**src/rtl/load_store_unit_if.sv**
```systemverilog
// Bus bundle between the execute stage, the load/store unit and dmem.
// The slave modport is the unit's view; the master modport drives requests and models dmem.
interface load_store_unit_if;
    logic        req_valid;
    logic        req_ready;
    logic        req_we;
    logic [2:0]  req_funct3;
    logic [31:0] req_addr;
    logic [31:0] req_wdata;
    logic        resp_valid;
    logic        resp_ready;
    logic [31:0] resp_rdata;
    logic        resp_err;
    logic [31:0] mem_addr;
    logic [31:0] mem_wdata;
    logic [3:0]  mem_wmask;
    logic        mem_we;
    logic [31:0] mem_rdata;

    modport slave (
        input  req_valid, req_we, req_funct3, req_addr, req_wdata, resp_ready, mem_rdata,
        output req_ready, resp_valid, resp_rdata, resp_err,
               mem_addr, mem_wdata, mem_wmask, mem_we
    );

    modport master (
        output req_valid, req_we, req_funct3, req_addr, req_wdata, resp_ready, mem_rdata,
        input  req_ready, resp_valid, resp_rdata, resp_err,
               mem_addr, mem_wdata, mem_wmask, mem_we
    );
endinterface

```
**src/rtl/load_store_unit.sv**
```systemverilog
// RV32I load/store unit: validates each request, drives dmem lanes and returns
// a registered, sign/zero-extended response with backpressure.
module load_store_unit #(
    parameter int MEM_SIZE = 1024
) (
    input  logic               clk,
    input  logic               rst,
    load_store_unit_if.slave   bus
);
    localparam logic [1:0] ST_IDLE   = 2'd0;
    localparam logic [1:0] ST_ACCESS = 2'd1;
    localparam logic [1:0] ST_WAIT   = 2'd2;
    localparam logic [1:0] ST_RESP   = 2'd3;

    localparam logic [31:0] MEM_SIZE_W = 32'(MEM_SIZE);

    logic [1:0]  state_q, state_d;
    logic        we_q;
    logic [2:0]  funct3_q;
    logic [1:0]  off_q;
    logic [31:0] mem_addr_q;
    logic [31:0] mem_wdata_q;
    logic [3:0]  wmask_q;
    logic [31:0] resp_rdata_q;
    logic        resp_err_q;

    logic        accept;
    logic        req_bad;
    logic [31:0] lane_wdata;
    logic [3:0]  lane_wmask;
    logic [31:0] load_shifted;
    logic [31:0] load_result;

    assign accept = bus.req_valid && (state_q == ST_IDLE);

    // Request checks: illegal funct3, misalignment, or word index past the end of dmem.
    always_comb begin
        logic bad_f3;
        logic misaligned;
        logic out_of_range;
        bad_f3       = (bus.req_funct3 == 3'b011) || (bus.req_funct3[2:1] == 2'b11) ||
                       (bus.req_we && bus.req_funct3[2]);
        misaligned   = ((bus.req_funct3[1:0] == 2'b01) && bus.req_addr[0]) ||
                       ((bus.req_funct3[1:0] == 2'b10) && (bus.req_addr[1:0] != 2'b00));
        out_of_range = ({2'b00, bus.req_addr[31:2]} >= MEM_SIZE_W);
        req_bad      = bad_f3 || misaligned || out_of_range;
    end

    always_comb begin
        lane_wdata = bus.req_wdata;
        lane_wmask = 4'b1111;
        case (bus.req_funct3[1:0])
            2'b00: begin
                lane_wdata = {4{bus.req_wdata[7:0]}};
                lane_wmask = 4'b0001 << bus.req_addr[1:0];
            end
            2'b01: begin
                lane_wdata = {2{bus.req_wdata[15:0]}};
                lane_wmask = 4'b0011 << bus.req_addr[1:0];
            end
            default: begin
                lane_wdata = bus.req_wdata;
                lane_wmask = 4'b1111;
            end
        endcase
        if (!bus.req_we) begin
            lane_wmask = 4'b0000;
        end
    end

    // Accepted loads are aligned, so shifting by the byte offset puts the field at bit 0.
    always_comb begin
        load_shifted = bus.mem_rdata >> {off_q, 3'b000};
        case (funct3_q)
            3'b000:  load_result = {{24{load_shifted[7]}}, load_shifted[7:0]};
            3'b100:  load_result = {24'd0, load_shifted[7:0]};
            3'b001:  load_result = {{16{load_shifted[15]}}, load_shifted[15:0]};
            3'b101:  load_result = {16'd0, load_shifted[15:0]};
            default: load_result = load_shifted;
        endcase
    end

    always_comb begin
        state_d = state_q;
        case (state_q)
            ST_IDLE:   if (accept) state_d = req_bad ? ST_RESP : ST_ACCESS;
            ST_ACCESS: state_d = we_q ? ST_RESP : ST_WAIT;
            ST_WAIT:   state_d = ST_RESP;
            ST_RESP:   if (bus.resp_ready) state_d = ST_IDLE;
            default:   state_d = ST_IDLE;
        endcase
    end

    always_ff @(posedge clk) begin
        if (rst) begin
            state_q      <= ST_IDLE;
            we_q         <= 1'b0;
            funct3_q     <= 3'b000;
            off_q        <= 2'b00;
            mem_addr_q   <= 32'd0;
            mem_wdata_q  <= 32'd0;
            wmask_q      <= 4'b0000;
            resp_rdata_q <= 32'd0;
            resp_err_q   <= 1'b0;
        end else begin
            state_q <= state_d;
            if (accept) begin
                we_q         <= bus.req_we;
                funct3_q     <= bus.req_funct3;
                off_q        <= bus.req_addr[1:0];
                mem_addr_q   <= {2'b00, bus.req_addr[31:2]};
                mem_wdata_q  <= lane_wdata;
                wmask_q      <= lane_wmask;
                resp_rdata_q <= 32'd0;
                resp_err_q   <= req_bad;
            end
            if (state_q == ST_WAIT) begin
                resp_rdata_q <= load_result;
            end
        end
    end

    assign bus.req_ready  = (state_q == ST_IDLE);
    assign bus.resp_valid = (state_q == ST_RESP);
    assign bus.resp_rdata = resp_rdata_q;
    assign bus.resp_err   = resp_err_q;
    assign bus.mem_addr   = mem_addr_q;
    assign bus.mem_wdata  = mem_wdata_q;
    assign bus.mem_wmask  = (state_q == ST_ACCESS) ? wmask_q : 4'b0000;
    // rst gates the write combinationally so a store caught by reset never lands.
    assign bus.mem_we     = (state_q == ST_ACCESS) && we_q && !rst;
endmodule

```
**src/flat_wrapper.sv**
```systemverilog
// flat-port wrapper written by rule: the top's interface ports become plain ports
module load_store_unit_flat 
#(
    parameter int MEM_SIZE = 1024
)
  (clk, rst, bus_req_valid, bus_req_we, bus_req_funct3, bus_req_addr, bus_req_wdata, bus_resp_ready, bus_mem_rdata, bus_req_ready, bus_resp_valid, bus_resp_rdata, bus_resp_err, bus_mem_addr, bus_mem_wdata, bus_mem_wmask, bus_mem_we);
  load_store_unit_if bus_i ();
  input  logic clk;
  input  logic rst;
  input wire logic [$bits(bus_i.req_valid)-1:0] bus_req_valid;
  input wire logic [$bits(bus_i.req_we)-1:0] bus_req_we;
  input wire logic [$bits(bus_i.req_funct3)-1:0] bus_req_funct3;
  input wire logic [$bits(bus_i.req_addr)-1:0] bus_req_addr;
  input wire logic [$bits(bus_i.req_wdata)-1:0] bus_req_wdata;
  input wire logic [$bits(bus_i.resp_ready)-1:0] bus_resp_ready;
  input wire logic [$bits(bus_i.mem_rdata)-1:0] bus_mem_rdata;
  output wire logic [$bits(bus_i.req_ready)-1:0] bus_req_ready;
  output wire logic [$bits(bus_i.resp_valid)-1:0] bus_resp_valid;
  output wire logic [$bits(bus_i.resp_rdata)-1:0] bus_resp_rdata;
  output wire logic [$bits(bus_i.resp_err)-1:0] bus_resp_err;
  output wire logic [$bits(bus_i.mem_addr)-1:0] bus_mem_addr;
  output wire logic [$bits(bus_i.mem_wdata)-1:0] bus_mem_wdata;
  output wire logic [$bits(bus_i.mem_wmask)-1:0] bus_mem_wmask;
  output wire logic [$bits(bus_i.mem_we)-1:0] bus_mem_we;
  assign bus_i.req_valid = bus_req_valid;
  assign bus_i.req_we = bus_req_we;
  assign bus_i.req_funct3 = bus_req_funct3;
  assign bus_i.req_addr = bus_req_addr;
  assign bus_i.req_wdata = bus_req_wdata;
  assign bus_i.resp_ready = bus_resp_ready;
  assign bus_i.mem_rdata = bus_mem_rdata;
  assign bus_req_ready = bus_i.req_ready;
  assign bus_resp_valid = bus_i.resp_valid;
  assign bus_resp_rdata = bus_i.resp_rdata;
  assign bus_resp_err = bus_i.resp_err;
  assign bus_mem_addr = bus_i.mem_addr;
  assign bus_mem_wdata = bus_i.mem_wdata;
  assign bus_mem_wmask = bus_i.mem_wmask;
  assign bus_mem_we = bus_i.mem_we;
  load_store_unit #(.MEM_SIZE(MEM_SIZE)) u_core (.clk(clk), .rst(rst), .bus(bus_i));
endmodule
```
**config.mk**
```make
export PLATFORM = sky130hd
export DESIGN_NAME = load_store_unit_flat
export DESIGN_NICKNAME = d
export VERILOG_FILES = /design/src/rtl/load_store_unit_if.sv /design/src/rtl/load_store_unit.sv /design/src/flat_wrapper.sv
export SDC_FILE = /design/constraint.sdc
export NUM_CORES = 1
export LEC_CHECK = 0
export BUFFER_PORTS_ARGS = -buffer_cell sky130_fd_sc_hd__buf_2
export CORE_UTILIZATION = 48
export CTS_CLUSTER_SIZE = 14
export DETAILED_ROUTE_END_ITERATION = 10
export PLACE_DENSITY = 0.9
export SLEW_MARGIN = 20
export SYNTH_ARGS = -nofsm -noshare
export SYNTH_HDL_FRONTEND = slang
export SYNTH_SLANG_ARGS = --single-unit
```
**constraint.sdc**
```tcl
create_clock -name clk -period 2.1 [get_ports clk]
set_input_delay 0.21 -clock clk [delete_from_list [all_inputs] [get_ports clk]]
set_output_delay 0.21 -clock clk [all_outputs]
set_load 0.1 [all_outputs]
```
# Word-level counts from Yosys, hierarchy flattened
# Cells that the tools add are included.
[totals]
input_bits = 104
wordCells = 55
out_inout_bits = 104
ff_bits = 107
[op_classes]
eq_ne = 12
reduce_logical = 18
muxes = 12
n_lt_le_gt_ge = 1
n_shift = 3
[ops]
columns = ["cell", "count"]
rows = [
  ["one-hot mux 32 bit (4 select lines)", 1],
  ["two-way mux 32 bit", 2],
  ["one-hot mux 32 bit (2 select lines)", 1],
  [">> shifter 32 x 5 -> 32 bit", 1],
  [">= comparator 30 x 11 -> 1 bit, second input constant", 1],
  ["equality test 2 bit, second input constant", 4],
  ["two-way mux 4 bit", 2],
  ["one-hot mux 2 bit (4 select lines)", 1],
  ["one-hot mux 4 bit (2 select lines)", 1],
  ["equality test 3 bit, second input constant", 2],
  ["logical AND 1 bit", 6],
  ["two-way mux 2 bit", 3],
  ["logical OR 1 bit", 5],
  ["equality test 2 x 1 -> 1 bit, second input constant", 2],
  ["logical NOT 2 bit", 2],
  ["nonzero test 2 bit", 2],
  ["left shift 1 x 2 -> 4 bit, first input constant", 1],
  ["left shift 2 x 2 -> 4 bit, first input constant", 1],
  ["equality test 3 x 1 -> 1 bit, second input constant", 1],
  ["equality test 3 x 2 -> 1 bit, second input constant", 1],
  ["logical NOT 3 bit", 1],
  ["inequality test 2 x 1 -> 1 bit, second input constant", 1],
  ["inequality test 2 bit, second input constant", 1],
  ["AND reduction 2 bit", 1],
  ["2 further kinds", 2],
]

# Depth between registers and ports, before layout
[logic_depth]
ltp_word = 8
ltp_mapped = 9

# Worst setup path after synthesis
# OpenSTA, ideal clock, no wires.
[synth_timing]
path_type = "reg2reg"
startpoint = "register u_core.state_q[0]"
endpoint = "register u_core.resp_rdata_q[20] (netlist: u_core.bus.resp_rdata[20])"
path_stages_with_launch = 8
n_path_buf = 2
synth_period_minus_slack_ns = 2.501
setup_slack_ns = -0.401
setup_time_ns = 0.122
arrival_time_ns = 2.380
cell_sequence = "dfxtp_1 inv_1 ha_1 and2_1 clkbuf_1 nor3_1 clkbuf_1 a221o_1"
[synth_via]
elab_chain_cells = 3
[synth_rtl]
columns = ["element", "line", "text"]
rows = [
  ["start: declaration", "load_store_unit.sv:17", "logic [1:0] state_q, state_d;"],
  ["start signal: assignment", "load_store_unit.sv:106", "state_q <= state_d;"],
  ["logical NOT 2 bit", "--", ""],
  ["named net bus_req_ready", "flat_wrapper.sv:17", "output wire logic [$bits(bus_i.req_ready)-1:0] bus_req_ready;"],
  ["logical AND 1 bit", "load_store_unit.sv:34", "assign accept = bus.req_valid && (state_q == ST_IDLE);"],
  ["nonzero test 2 bit (no line)", "--", ""],
  ["end signal: assignment", "load_store_unit.sv:118", "resp_rdata_q <= load_result;"],
  ["end: declaration", "load_store_unit.sv:24", "logic [31:0] resp_rdata_q;"],
]
# The timed path passes the listed nets, and every way through them passes these cells.
# A chain may end at the register's enable or synchronous reset.

# Final worst setup path
[layout_timing]
startpoint = "register u_core.state_q[1]"
endpoint = "output port bus_mem_we"
[layout_via]
elab_chain_cells = 3
[layout_rtl]
columns = ["element", "line", "text"]
rows = [
  ["equality test 2 x 1 -> 1 bit", "load_store_unit.sv:131", "assign bus.mem_we = (state_q == ST_ACCESS) && we_q && !rst;"],
  ["logical AND 1 bit (2 in series)", "load_store_unit.sv:131", ""],
  ["end: declaration", "flat_wrapper.sv:24", "output wire logic [$bits(bus_i.mem_we)-1:0] bus_mem_we;"],
]
# No other way between the ends.

==> metrics <==
Mapped Area=4773 µm²; vias per inst=5.300; worst reg2reg setup slack=0.25 ns; DR DRC count=0; Main synth FF type=dfxtp_1; die area=10350 µm²; Rows=36; clock slew at reported path FFs=roughly 0.11 ns; DRT Pass-1 Iters=5; largest net degree at the start of global routing=77; hold_ws=0.06470 ns; syn avg cell area=approximately 8.3 µm²; final RePlAce weighted congestion=0.8708; crit path capture type=output pin; P&R area growth vs syn=28.70%; clk_lat worst skew=0.37 ns; n_diodes=0; Buf/Inv on CP=2; P_sw=5.186 mW; Post-Synth Simple-Gate Area=18.95%; final max-slew violation count=0; Slowest-stage cell, CP=buf_2; Worst slew margin=61.32%; Final Critical Period=around 2.0 ns; IO Pins=208; synth unique cells=42; clock share of power=about 14%; Final setup viols=0; Ys Warns=0; Die Y=101.7 µm; vias in the first global route=about 4300; hold crit path type=in2reg; Synth Register Bits=107; global-route wire length before repair=about 20000 µm; share of cells above drive strength 1=33.68%; Sw Share=a little under three fifths; post-cts gate resize count=0; status=finished, final reports clean; crit share post-route=a little over nine tenths; Setup crit start kind=flop; Final HPWL DP=9627 µm; main combinational cell family by area after synthesis=compound AO/OA/AOI/OAI gates; Hold-fix buffers, CTS=0; Synth async-reset ratio=0%; CTS max path bufs=2; unrepaired setup endpoints after global routing=false; r2r worst-path depth=6; worst r2r dst=u_core.bus.resp_rdata[23]; wire length per cell=14.66 µm; routed vias=4749; max incr delay on CP=0.43 ns; Port-buffer cells=205; CP arrival=approximately 1.8 ns; H-tree levels=3; Post-DP Area=5918 µm²; compound-gate portion of the synthesized area=slightly above 20%; Least-Margin Pin Slew=0.5655 ns; gr usage total=24.83%; post-synthesis mux area share=9.541%; Fin. Hold Viols=0; core area=9684 µm²; Die X=between 100 and 150 µm; root buffer cell=clkbuf_8; cell internal pwr=4.084 mW; sequential area share after synthesis=between 40 and 50%; critical path fanouts, max=5; hold endpoint=u_core.bus.mem_addr[0]; Synth Area in Adders=1.048%; GR Overflow Total=0; Sink Count=107; post-synthesis cell count=574; design area=6143 µm²; Logic pwr share=a little under three fifths; Leak=2.784 nW; CTS tree=built; Post-synth EDFFs=0; crit path kind=reg2out; HP Start=bus_req_addr[2]; Setup TNS=0 ns; Final Skew=around 0.014 ns; total wire length=13140 µm; max_cap viols=0; share of power burned in registers=29.2%; initial antenna violation count=0; VDD IR max=0.7020 mV; PwrDens=1509 nW/µm²; Critical R2R Launch=u_core.state_q[0]; Data required, critical path=1.89 ns; Initial Utilization=49.29%; # Post-CTS Setup Buffers=0; post-synthesis xor/xnor area fraction=0%; f_max=~0.50 GHz; CP top delay family=buffers and inverters; pre-CTS setup slack=0.1022 ns; ANT nets after route=0; 1st-iter DRT viols=205; setup slack after layout=0.1078 ns; fill cell count=roughly 850; Layout Nets=866; Hold Crit Depth=3; crit path cell chain=inv_1 > ha_1 > nand2_1 > nor2_2 > buf_2; cts bufs inserted=9
==> how the worst max path moves through the flow <==
| stage | start | endpoint | slack (ns) | cells past startpoint |
|---|---|---|---|---|
| floorplan | u_core.state_q[0] | u_core.bus.resp_rdata[20] | 0.14 | 7 |
| global placement | u_core.state_q[0] | u_core.bus.resp_rdata[29] | 0.17 | 6 |
| detailed placement | u_core.state_q[0] | u_core.bus.resp_rdata[18] | 0.10 | 6 |
| CTS | u_core.state_q[0] | u_core.bus.resp_rdata[23] | 0.06 | 6 |
| global route | u_core.state_q[1] | bus_mem_we | 0.04 | 5 |
| finish | u_core.state_q[1] | bus_mem_we | 0.11 | 5 |
==> synthesized netlist by cell type (all sizes together) (5+ instances only) <==
cell type	instances	area [µm²]
clkbuf	34	127.6
a221o	16	160.2
a21oi	73	365.4
dfxtp	107	2142
o21ai	33	168.9
nand3b	16	120.1
a211oi	11	82.58
a311oi	8	70.07
nand2	142	533.0
and2	6	37.54
o211ai	8	60.06
buf	16	87.58
mux2i	32	320.3
mux2	10	112.6
nor2	24	90.09
inv	5	18.77
==> metal layers <==
layer / routed length [µm] / GRT usage, %
met4: 336 / 10.59
met2: 6442 / 42.20
met5: 0 / 0
met1: 5622 / 31.09
met3: 735 / 4.003
==> sequential cells by signal (all words and copies together) (netlist names) <==
name                   cells
u_core.bus.resp_err        1
u_core.off_q               2
u_core.bus.mem_wdata      32
u_core.we_q                1
u_core.state_q             2
u_core.funct3_q            3
u_core.bus.mem_addr       30
u_core.wmask_q             4
u_core.bus.resp_rdata     32
==> cells by family (layout without fill, tap and decap cells) <==
logic type,count (synthesis),after routing
simple gates,206,206
fa+ha+maj,4,4
compound gates,158,158
mux,43,43
flops,107,107
buf+inv,55,243
other cells,1,2
==> stage by stage <==
stage	instances	total power [mW]	utilization, %
after global routing	896	9.705	63.44
after floorplan	575	7.066	-
final	896	9.269	63.44
after global placement	880	7.900	61.11
after detailed placement	880	7.967	61.11
after CTS	896	9.287	63.28
==> worst min-delay path, stage by stage <==
cell and delay [ns]:
buf_2 0.10, nand2_1 0.04, a21oi_1 0.05
==> power groups by stage <==
stage,Clock [mW],Combinational (mW),Sequential [mW]
floorplan,0,1.57,5.50
global placement,0,5.17,2.73
detailed placement,0,5.22,2.75
CTS,1.36,5.23,2.70
global route,1.45,5.49,2.76
finish,1.34,5.23,2.70
==> area by class of cell <==
cell class                      instances  area [µm²]  share of cell area, %
Sequential cell                       107        2142                  34.87
Clock inverter                          5       68.82                  1.120
Clock buffer                           11       141.4                  2.301
Timing Repair Buffer                  222        1166                  18.98
Multi-Input combinational cell        413        2440                  39.71
Tap cell                              133       166.4                  2.709
Inverter                                5       18.77                 0.3055
==> cells in the final DEF, fill, tap and decap left out, types with 4 or more instances in the layout <==
cell type  synthesis  layout
mux2i_1           32      32
a21oi_1           73      73
buf_2              4     205
inv_1              5       5
mux2_2            10      10
a211oi_1          11      11
nor2_1            24      23
nor4_1             4       4
o21ai_0           32      32
nand3b_1          16      16
and2_1             6       5
nand2_1          142     141
buf_4              2      16
o211ai_1           8       8
clkbuf_8           0      10
dfxtp_1          107     107
a311oi_1           8       8
a221o_1           16      16
Power figures use the tool's default switching activity.
